<file path="src/rtl/uart_receiver.sv">
// UART receive stage: 2-FF synchronised rxd, start-bit validation and data sampling at mid-bit.
// Define RX_PARITY_EN to add an even-parity bit between the data bits and the stop bit.
module uart_receiver #(
  parameter int OVERSAMPLE = 16,
  parameter int DATA_BITS  = 8
) (
  input  logic                 clk_i,
  input  logic                 rst_ni,
  input  logic                 baud_r_enable_i,
  input  logic                 rxd_i,
  input  logic                 rda_clear_i,
  output logic [DATA_BITS-1:0] data_o,
  output logic                 rda_o,
  output logic                 framing_err_o,
  output logic                 overrun_o,
  output logic                 parity_err_o
);

  localparam int TW = $clog2(OVERSAMPLE);
  localparam int BW = $clog2(DATA_BITS);
  localparam logic [TW-1:0] HalfTick = TW'(OVERSAMPLE / 2 - 1);
  localparam logic [TW-1:0] FullTick = TW'(OVERSAMPLE - 1);
  localparam logic [BW-1:0] LastBit  = BW'(DATA_BITS - 1);

`ifdef RX_PARITY_EN
  typedef enum logic [2:0] {Idle, Start, Data, Parity, Stop} state_e;
`else
  typedef enum logic [2:0] {Idle, Start, Data, Stop} state_e;
`endif

  state_e                 state_q, state_d;
  logic [1:0]             sync_q;
  logic [TW-1:0]          tickCnt_q, tickCnt_d;
  logic [BW-1:0]          bitCnt_q, bitCnt_d;
  logic [DATA_BITS-1:0]   shift_q, shift_d;
  logic [DATA_BITS-1:0]   data_q, data_d;
  logic                   rda_q, rda_d;
  logic                   framingErr_q, framingErr_d;
  logic                   overrun_q, overrun_d;
  logic                   rxdSync;
  logic                   bitDone;
`ifdef RX_PARITY_EN
  logic                   parBit_q, parBit_d;
  logic                   parityErr_q, parityErr_d;
`endif

  assign rxdSync = sync_q[1];
  assign bitDone = baud_r_enable_i && (tickCnt_q == FullTick);

  always_ff @(posedge clk_i or negedge rst_ni) begin
    if (!rst_ni) begin
      state_q      <= Idle;
      sync_q       <= 2'b11;
      tickCnt_q    <= '0;
      bitCnt_q     <= '0;
      shift_q      <= '0;
      data_q       <= '0;
      rda_q        <= 1'b0;
      framingErr_q <= 1'b0;
      overrun_q    <= 1'b0;
`ifdef RX_PARITY_EN
      parBit_q     <= 1'b0;
      parityErr_q  <= 1'b0;
`endif
    end else begin
      state_q      <= state_d;
      sync_q       <= {sync_q[0], rxd_i};
      tickCnt_q    <= tickCnt_d;
      bitCnt_q     <= bitCnt_d;
      shift_q      <= shift_d;
      data_q       <= data_d;
      rda_q        <= rda_d;
      framingErr_q <= framingErr_d;
      overrun_q    <= overrun_d;
`ifdef RX_PARITY_EN
      parBit_q     <= parBit_d;
      parityErr_q  <= parityErr_d;
`endif
    end
  end

  // Start bit is checked half a bit in; every later bit is sampled a full bit after the previous one.
  always_comb begin
    state_d   = state_q;
    tickCnt_d = tickCnt_q;
    bitCnt_d  = bitCnt_q;
    if (baud_r_enable_i) begin
      unique case (state_q)
        Idle: begin
          if (!rxdSync) begin
            state_d   = Start;
            tickCnt_d = '0;
          end
        end
        Start: begin
          if (tickCnt_q == HalfTick) begin
            tickCnt_d = '0;
            if (!rxdSync) begin
              state_d  = Data;
              bitCnt_d = '0;
            end else begin
              state_d  = Idle;
            end
          end else begin
            tickCnt_d = tickCnt_q + TW'(1);
          end
        end
        Data: begin
          if (tickCnt_q == FullTick) begin
            tickCnt_d = '0;
            bitCnt_d  = bitCnt_q + BW'(1);
            if (bitCnt_q == LastBit) begin
`ifdef RX_PARITY_EN
              state_d = Parity;
`else
              state_d = Stop;
`endif
            end
          end else begin
            tickCnt_d = tickCnt_q + TW'(1);
          end
        end
`ifdef RX_PARITY_EN
        Parity: begin
          if (tickCnt_q == FullTick) begin
            tickCnt_d = '0;
            state_d   = Stop;
          end else begin
            tickCnt_d = tickCnt_q + TW'(1);
          end
        end
`endif
        Stop: begin
          if (tickCnt_q == FullTick) begin
            tickCnt_d = '0;
            state_d   = Idle;
          end else begin
            tickCnt_d = tickCnt_q + TW'(1);
          end
        end
        default: state_d = Idle;
      endcase
    end
  end

  // Frame completion takes priority over a simultaneous rda_clear.
  always_comb begin
    shift_d      = shift_q;
    data_d       = data_q;
    rda_d        = rda_q;
    framingErr_d = framingErr_q;
    overrun_d    = overrun_q;
`ifdef RX_PARITY_EN
    parBit_d     = parBit_q;
    parityErr_d  = parityErr_q;
    if (bitDone && state_q == Parity) parBit_d = rxdSync;
`endif
    if (bitDone && state_q == Data) shift_d = {rxdSync, shift_q[DATA_BITS-1:1]};
    if (bitDone && state_q == Stop) begin
      data_d       = shift_q;
      rda_d        = 1'b1;
      framingErr_d = ~rxdSync;
      overrun_d    = rda_q & ~rda_clear_i;
`ifdef RX_PARITY_EN
      parityErr_d  = (^shift_q) ^ parBit_q;
`endif
    end else if (rda_clear_i) begin
      rda_d        = 1'b0;
      framingErr_d = 1'b0;
      overrun_d    = 1'b0;
`ifdef RX_PARITY_EN
      parityErr_d  = 1'b0;
`endif
    end
  end

  assign data_o        = data_q;
  assign rda_o         = rda_q;
  assign framing_err_o = framingErr_q;
  assign overrun_o     = overrun_q;
`ifdef RX_PARITY_EN
  assign parity_err_o  = parityErr_q;
`else
  assign parity_err_o  = 1'b0;
`endif

endmodule

</file>
<file path="config.mk">
export PLATFORM = sky130hd
export DESIGN_NAME = uart_receiver
export DESIGN_NICKNAME = d
export VERILOG_FILES = /design/src/rtl/uart_receiver.sv
export SDC_FILE = /design/constraint.sdc
export NUM_CORES = 1
export LEC_CHECK = 0
export BUFFER_PORTS_ARGS = -buffer_cell sky130_fd_sc_hd__clkbuf_2
export CAP_MARGIN = 10
export CORE_UTILIZATION = 55
export DETAILED_ROUTE_END_ITERATION = 16
export PLACE_DENSITY = 0.77
export SYNTH_ARGS = -nofsm -noshare
export SYNTH_HDL_FRONTEND = slang
export SYNTH_SLANG_ARGS = --single-unit
</file>
<file path="constraint.sdc">
create_clock -name clk_i -period 1.9 [get_ports clk_i]
set_clock_uncertainty 0.15 [all_clocks]
set_input_delay 0.19 -clock clk_i [delete_from_list [all_inputs] [get_ports clk_i]]
set_output_delay 0.19 -clock clk_i [all_outputs]
set_load 0.01 [all_outputs]
</file>
**Word level (Yosys, flattened, before mapping)**

Cells that the tools add are included.

- Bits of input ports: 5
- Logic and storage cells: 56
- Register bits: 31
- Output and inout bits: 12

- Bitwise operators: 3
- Muxes and demuxes: 19
- Add/sub/neg operators: 2
- Reduce and logical (&&, ||, !) cells: 11
- Eq/ne operators: 12

Operators with widths:

| operator | number |
|---|---|
| 3-bit 2-to-1 mux | 8 |
| 4-bit 2-to-1 mux | 3 |
| 2-bit inequality test (second input constant) | 6 |
| 3-bit one-hot mux with 4 select lines | 1 |
| 4-bit one-hot mux with 3 select lines | 1 |
| 3-bit by 2-bit == test with 1-bit output (second input constant) | 2 |
| 3-bit one-hot mux with 2 select lines | 1 |
| 6-bit AND reduction | 1 |
| 5-bit AND reduction | 1 |
| 4-bit by 1-bit adder with 4-bit output (second input constant) | 1 |
| 4-bit by 3-bit == test with 1-bit output (second input constant) | 1 |
| 4-bit == test (second input constant) | 1 |
| 1-bit 2-to-1 mux | 4 |
| 2-bit nonzero test | 2 |
| 3-bit by 1-bit adder with 3-bit output (second input constant) | 1 |
| 3-bit by 1-bit == test with 1-bit output (second input constant) | 1 |
| 3-bit == test (second input constant) | 1 |
| 1-bit logical AND | 3 |
| 3-bit zero test | 1 |
| 3-bit AND reduction | 1 |
| 3-bit nonzero test | 1 |
| 2-bit 2-to-1 mux | 1 |
| 1-bit NOT | 2 |
| 2-bit OR reduction | 1 |
| 1-bit AND | 1 |

**Depth between registers and ports, before layout**

- Depth after elaboration: 4
- Depth in mapped cells: 6
- Depth with buffers taken out: 5

**Worst setup path after synthesis**

OpenSTA, ideal clock, no wires.

- Path kind: register to register
- Start: register tickCnt_q[0]
- End: register data_q[0], in the netlist data_o[0]
- Path buffers: 1
- Cell stages (with the launch flop): 6
- Clock period less this slack: 1691 ps
- Library setup time: 125 ps
- Arrival time: 1416 ps
- Path slack: 209 ps
- Cell sequence: dfrtp_1 -> ha_1 -> nand2_2 -> nor3_2 -> buf_6 -> mux2_2

- Word-level cells in the longest chain between the ends: 3

Ends and longest elaborated chain:

| element | line | text |
|---|---|---|
| start: declaration | 33 | `logic [TW-1:0] tickCnt_q, tickCnt_d;` |
| start signal: assignment | 68 | `tickCnt_q <= tickCnt_d;` |
| 4-bit == test | 48 | `assign bitDone = baud_r_enable_i && (tickCnt_q == FullTick);` |
| 1-bit logical AND | 48 |  |
| 1-bit logical AND | 159 | `if (bitDone && state_q == Stop) begin` |
| end signal: assignment | 71 | `data_q <= data_d;` |
| end: declaration | 36 | `logic [DATA_BITS-1:0] data_q, data_d;` |

Every way passes these cells.
A chain may end at the register's enable or synchronous reset.

**Worst setup path after layout**

- Start: register tickCnt_q[0]
- End: register bitCnt_q[0]

- Word-level cells in the longest chain between the ends: 3
- Elaborated cells between the ends (all ways): 5
- Those cells by class: 4 x eq/ne; 1 x reduce/logical

Ends and longest elaborated chain:

| element | line | text |
|---|---|---|
| 4-bit by 3-bit == test with 1-bit output or 4-bit == test (tied branches) | 96, 109 |  |
| 2-bit inequality test (no source line) | -- |  |
| 5-bit AND reduction (no source line) (*) | -- |  |
| end signal: assignment | 69 | `bitCnt_q <= bitCnt_d;` |
| end: declaration | 34 | `logic [BW-1:0] bitCnt_q, bitCnt_d;` |

Mark *: on every way between the ends. The rest lies on a longest branch, timed or not.

==> impl_results.md <==
- TNS Setup: 0 ns
- Synth cell types: 29
- RSZ-0062 raised after global routing: false
- Max clock buf depth: 2
- Post-synthesis cell count: between 100 and 150
- Worst-case vdd ir drop: ~0.70 mV
- Detailed Place HPWL: roughly 1.4 mm
- Overflow after GRT: 0
- Area taken by multi-input logic gates: 478.0 um2
- Buf/Inv on CP: 1
- N_diodes: 0
- Largest net degree at the start of global routing: 31
- Leak: 0.7508 nW
- Sink Count: 30
- TritonCTS clock tree: done
- Highest-delay cell along the critical path: dfrtp_1
- Most frequent cells in the layout: dfrtp_1, mux2_2, clkbuf_2
- CP top delay family: flip-flops
- Sequential power share: 55.8%
- Final Max Tran Viols: 0
- Nets: about 130
- CTS Buf Count: 5
- Antenna-violating nets left: 0
- PD cells: between 900 and 1000 nW/um2
- Fin. Hold Viols: 0
- Fill count: ~180
- Die area: around 2600 um2
- Finish-stage setup viols: 0
- Sw power: approximately 440 uW
- Clock share of power: about 28%
- Sw frac: a little under a third
- Post-CTS Setup Bufs: 0
- Antenna violations before repair: 0
- Detailed-route DRC error count: 0
- Worst Hold Margin: between 0.2 and 0.25 ns
- Num rows: 17
- Status: finished clean
- Width of the die: 50.53 um
- Die height: about 51 um
- H-tree Lvls: 2
- Clock Root Buffer: clkbuf_4
- Critical path arrival: approximately 1.8 ns
- CP required: between 1.5 and 2 ns
- # IOs: 17
- Minimum clock period after layout: between 1.5 and 2 ns
- Initial Util: between 50% and 60%
- Syn Nets: 109
- RD Place Congestion: ~0.8
- DR iter-0 viols: 11
- Worst-path fanout max: 12
- CP Launch Type: flip-flop
- Ys Warns: 0
- First-pass GRT wire length: 3.698 mm
- Tot GR Track Use: 20.91%
- Share of layout cells above drive strength 1: approximately two fifths
- Vias in the first global route: between 700 and 800
- Internal: 998.3 uW
- Syn_area_per_cell: between 10 and 15 um2
- Via density: 5.421
- Clock transition at path regs: 0.10 ns
- Combinational cell fraction of total power: about 17%
- Via Count: between 800 and 900
- Clock latency on the worst-skew pair: between 0.3 and 0.4 ns
- P&R area growth vs syn: 14.20%
- Core area: ~2200 um2
- Seq/Total Area, Yosys: 58.16%
- Most common cell after layout, fill and taps aside: dfrtp_1
- Synthesized cell area: ~1300 um2
- Slack of the worst reg-to-reg path: about 0.17 ns
- Register area: roughly 750 um2
- Maximum Capacitance Violations: 0
- Routed wire length: roughly 2.1 mm
- Drt first pass iters: 4
- CP endpoint kind: flip-flop
- Critical path class: reg2reg
- Synthesized flop and latch total: 30
- Post-DR wirelength/cell: approximately 14 um
- Min-delay worst type: reg2reg
- Achievable frequency: a little under 0.6 GHz
- Measured slew at the worst slew-check pin: roughly 0.73 ns
- Fin util: about two thirds
- CP max stage delay: between 0.3 and 0.4 ns
- Final worst path period share: roughly nine tenths
- Worst relative slew slack: between 50% and 60%
- Port Buffers: 15
- Crit-path cells: ha_2 -> nand2_2 -> nor3_2 -> buf_4 -> nor2_1 -> mux2_2
-- kinds of logic after synthesis --
kind of cell    after synthesis  share of synthesized area [%]
mux                          20                          17.20
other cells                   1                         0.2896
fa+ha+maj                     3                          2.899
simple gates                 21                          8.407
buf+inv                      11                          5.120
xor+xnor                      1                         0.6765
flops                        30                          58.16
compound gates               14                          7.246
-- power groups by stage --
stage / clock network [mW] / registers (mW) / logic (mW)
2_1_floorplan: 0 / 0.749 / 0.256
3_3_place_gp: 0 / 0.808 / 0.219
6_report: 0.396 / 0.804 / 0.242
3_5_place_dp: 0 / 0.815 / 0.233
5_1_grt: 0.443 / 0.820 / 0.280
4_1_cts: 0.411 / 0.803 / 0.241
-- final timing paths --
kind,startpoint,end,cells past startpoint
max,tickCnt_q[0]$_DFFE_PN0P_,bitCnt_q[0]$_DFFE_PN0P_,6
min,sync_q[0]$_DFF_PN1_,sync_q[1]$_DFF_PN1_,0
max reg2reg,tickCnt_q[0]$_DFFE_PN0P_,bitCnt_q[0]$_DFFE_PN0P_,6
min reg2reg,sync_q[0]$_DFF_PN1_,sync_q[1]$_DFF_PN1_,0
max in group asynchronous,rst_ni,state_q[1]$_DFFE_PN0P_,2
min in group asynchronous,rst_ni,shift_q[0]$_DFFE_PN0P_,2
-- through the flow --
stage,power [mW],setup slack (ns),cell area [um2],std cells
2_1_floorplan,1.005,0.2090,1295,101
3_3_place_gp,1.028,0.1903,1373,140
3_5_place_dp,1.048,0.1399,1373,140
4_1_cts,1.455,0.1248,1476,152
5_1_grt,1.543,0.02445,1479,152
6_report,1.443,0.1658,1479,152
-- layout make-up --
class | instances | share of cell area, %
clock inverters | 2 | 0.8460
flip-flops and latches | 30 | 50.93
clock buffers | 6 | 3.469
multi-input cells | 60 | 32.32
inverters | 5 | 1.269
well taps | 28 | 2.369
repair buffers | 21 | 8.799
-- synthesized netlist by cell type --
library cell / count / area (um2)
a21oi_1: 1 / 5.000
mux2i_1: 2 / 20.02
ha_1: 3 / 37.54
nand2_2: 1 / 6.260
nand4_1: 1 / 6.260
nand3_1: 1 / 5.000
mux2_2: 18 / 202.7
a21o_2: 1 / 8.760
and3_1: 1 / 6.260
xnor2_1: 1 / 8.760
dfrtp_1: 28 / 700.7
nor2_1: 6 / 22.52
nor3_2: 2 / 20.02
o22a_1: 1 / 8.760
buf_6: 2 / 22.52
nor4_1: 1 / 6.260
nand3_2: 1 / 10.01
dfstp_2: 2 / 52.55
o21ai_0: 5 / 25.02
o31ai_1: 1 / 7.510
a22o_1: 2 / 17.52
inv_2: 1 / 3.750
buf_2: 2 / 10.01
nand2_1: 7 / 26.28
a221oi_1: 1 / 8.760
conb_1: 1 / 3.750
inv_1: 4 / 15.01
a31oi_1: 2 / 12.51
buf_4: 2 / 15.01
-- registers in the layout, indices dropped and copies added (netlist names) --
register	flops
shift_q	8
rda_o	1
state_q	2
data_o	8
sync_q	2
overrun_o	1
tickCnt_q	4
framing_err_o	1
bitCnt_q	3
-- routing by layer --
metal  global-route usage [%]  vias to the layer above  part of all wire, %
met1                    23.90                      403                   44
li1                         -                      396                    -
met4                    9.722                        0                  2.0
met3                    9.091                        7                  4.6
met5                        0                        -                    0
met2                    33.56                       18                   49
-- what timing repair did --
action / CTS / global route
hold endpoints to repair: 32 / 0
gates resized for setup: 0 / 1
hold buffers: 4 / 0
setup endpoints to repair: 0 / 7
(Power assumes the default switching activity.)
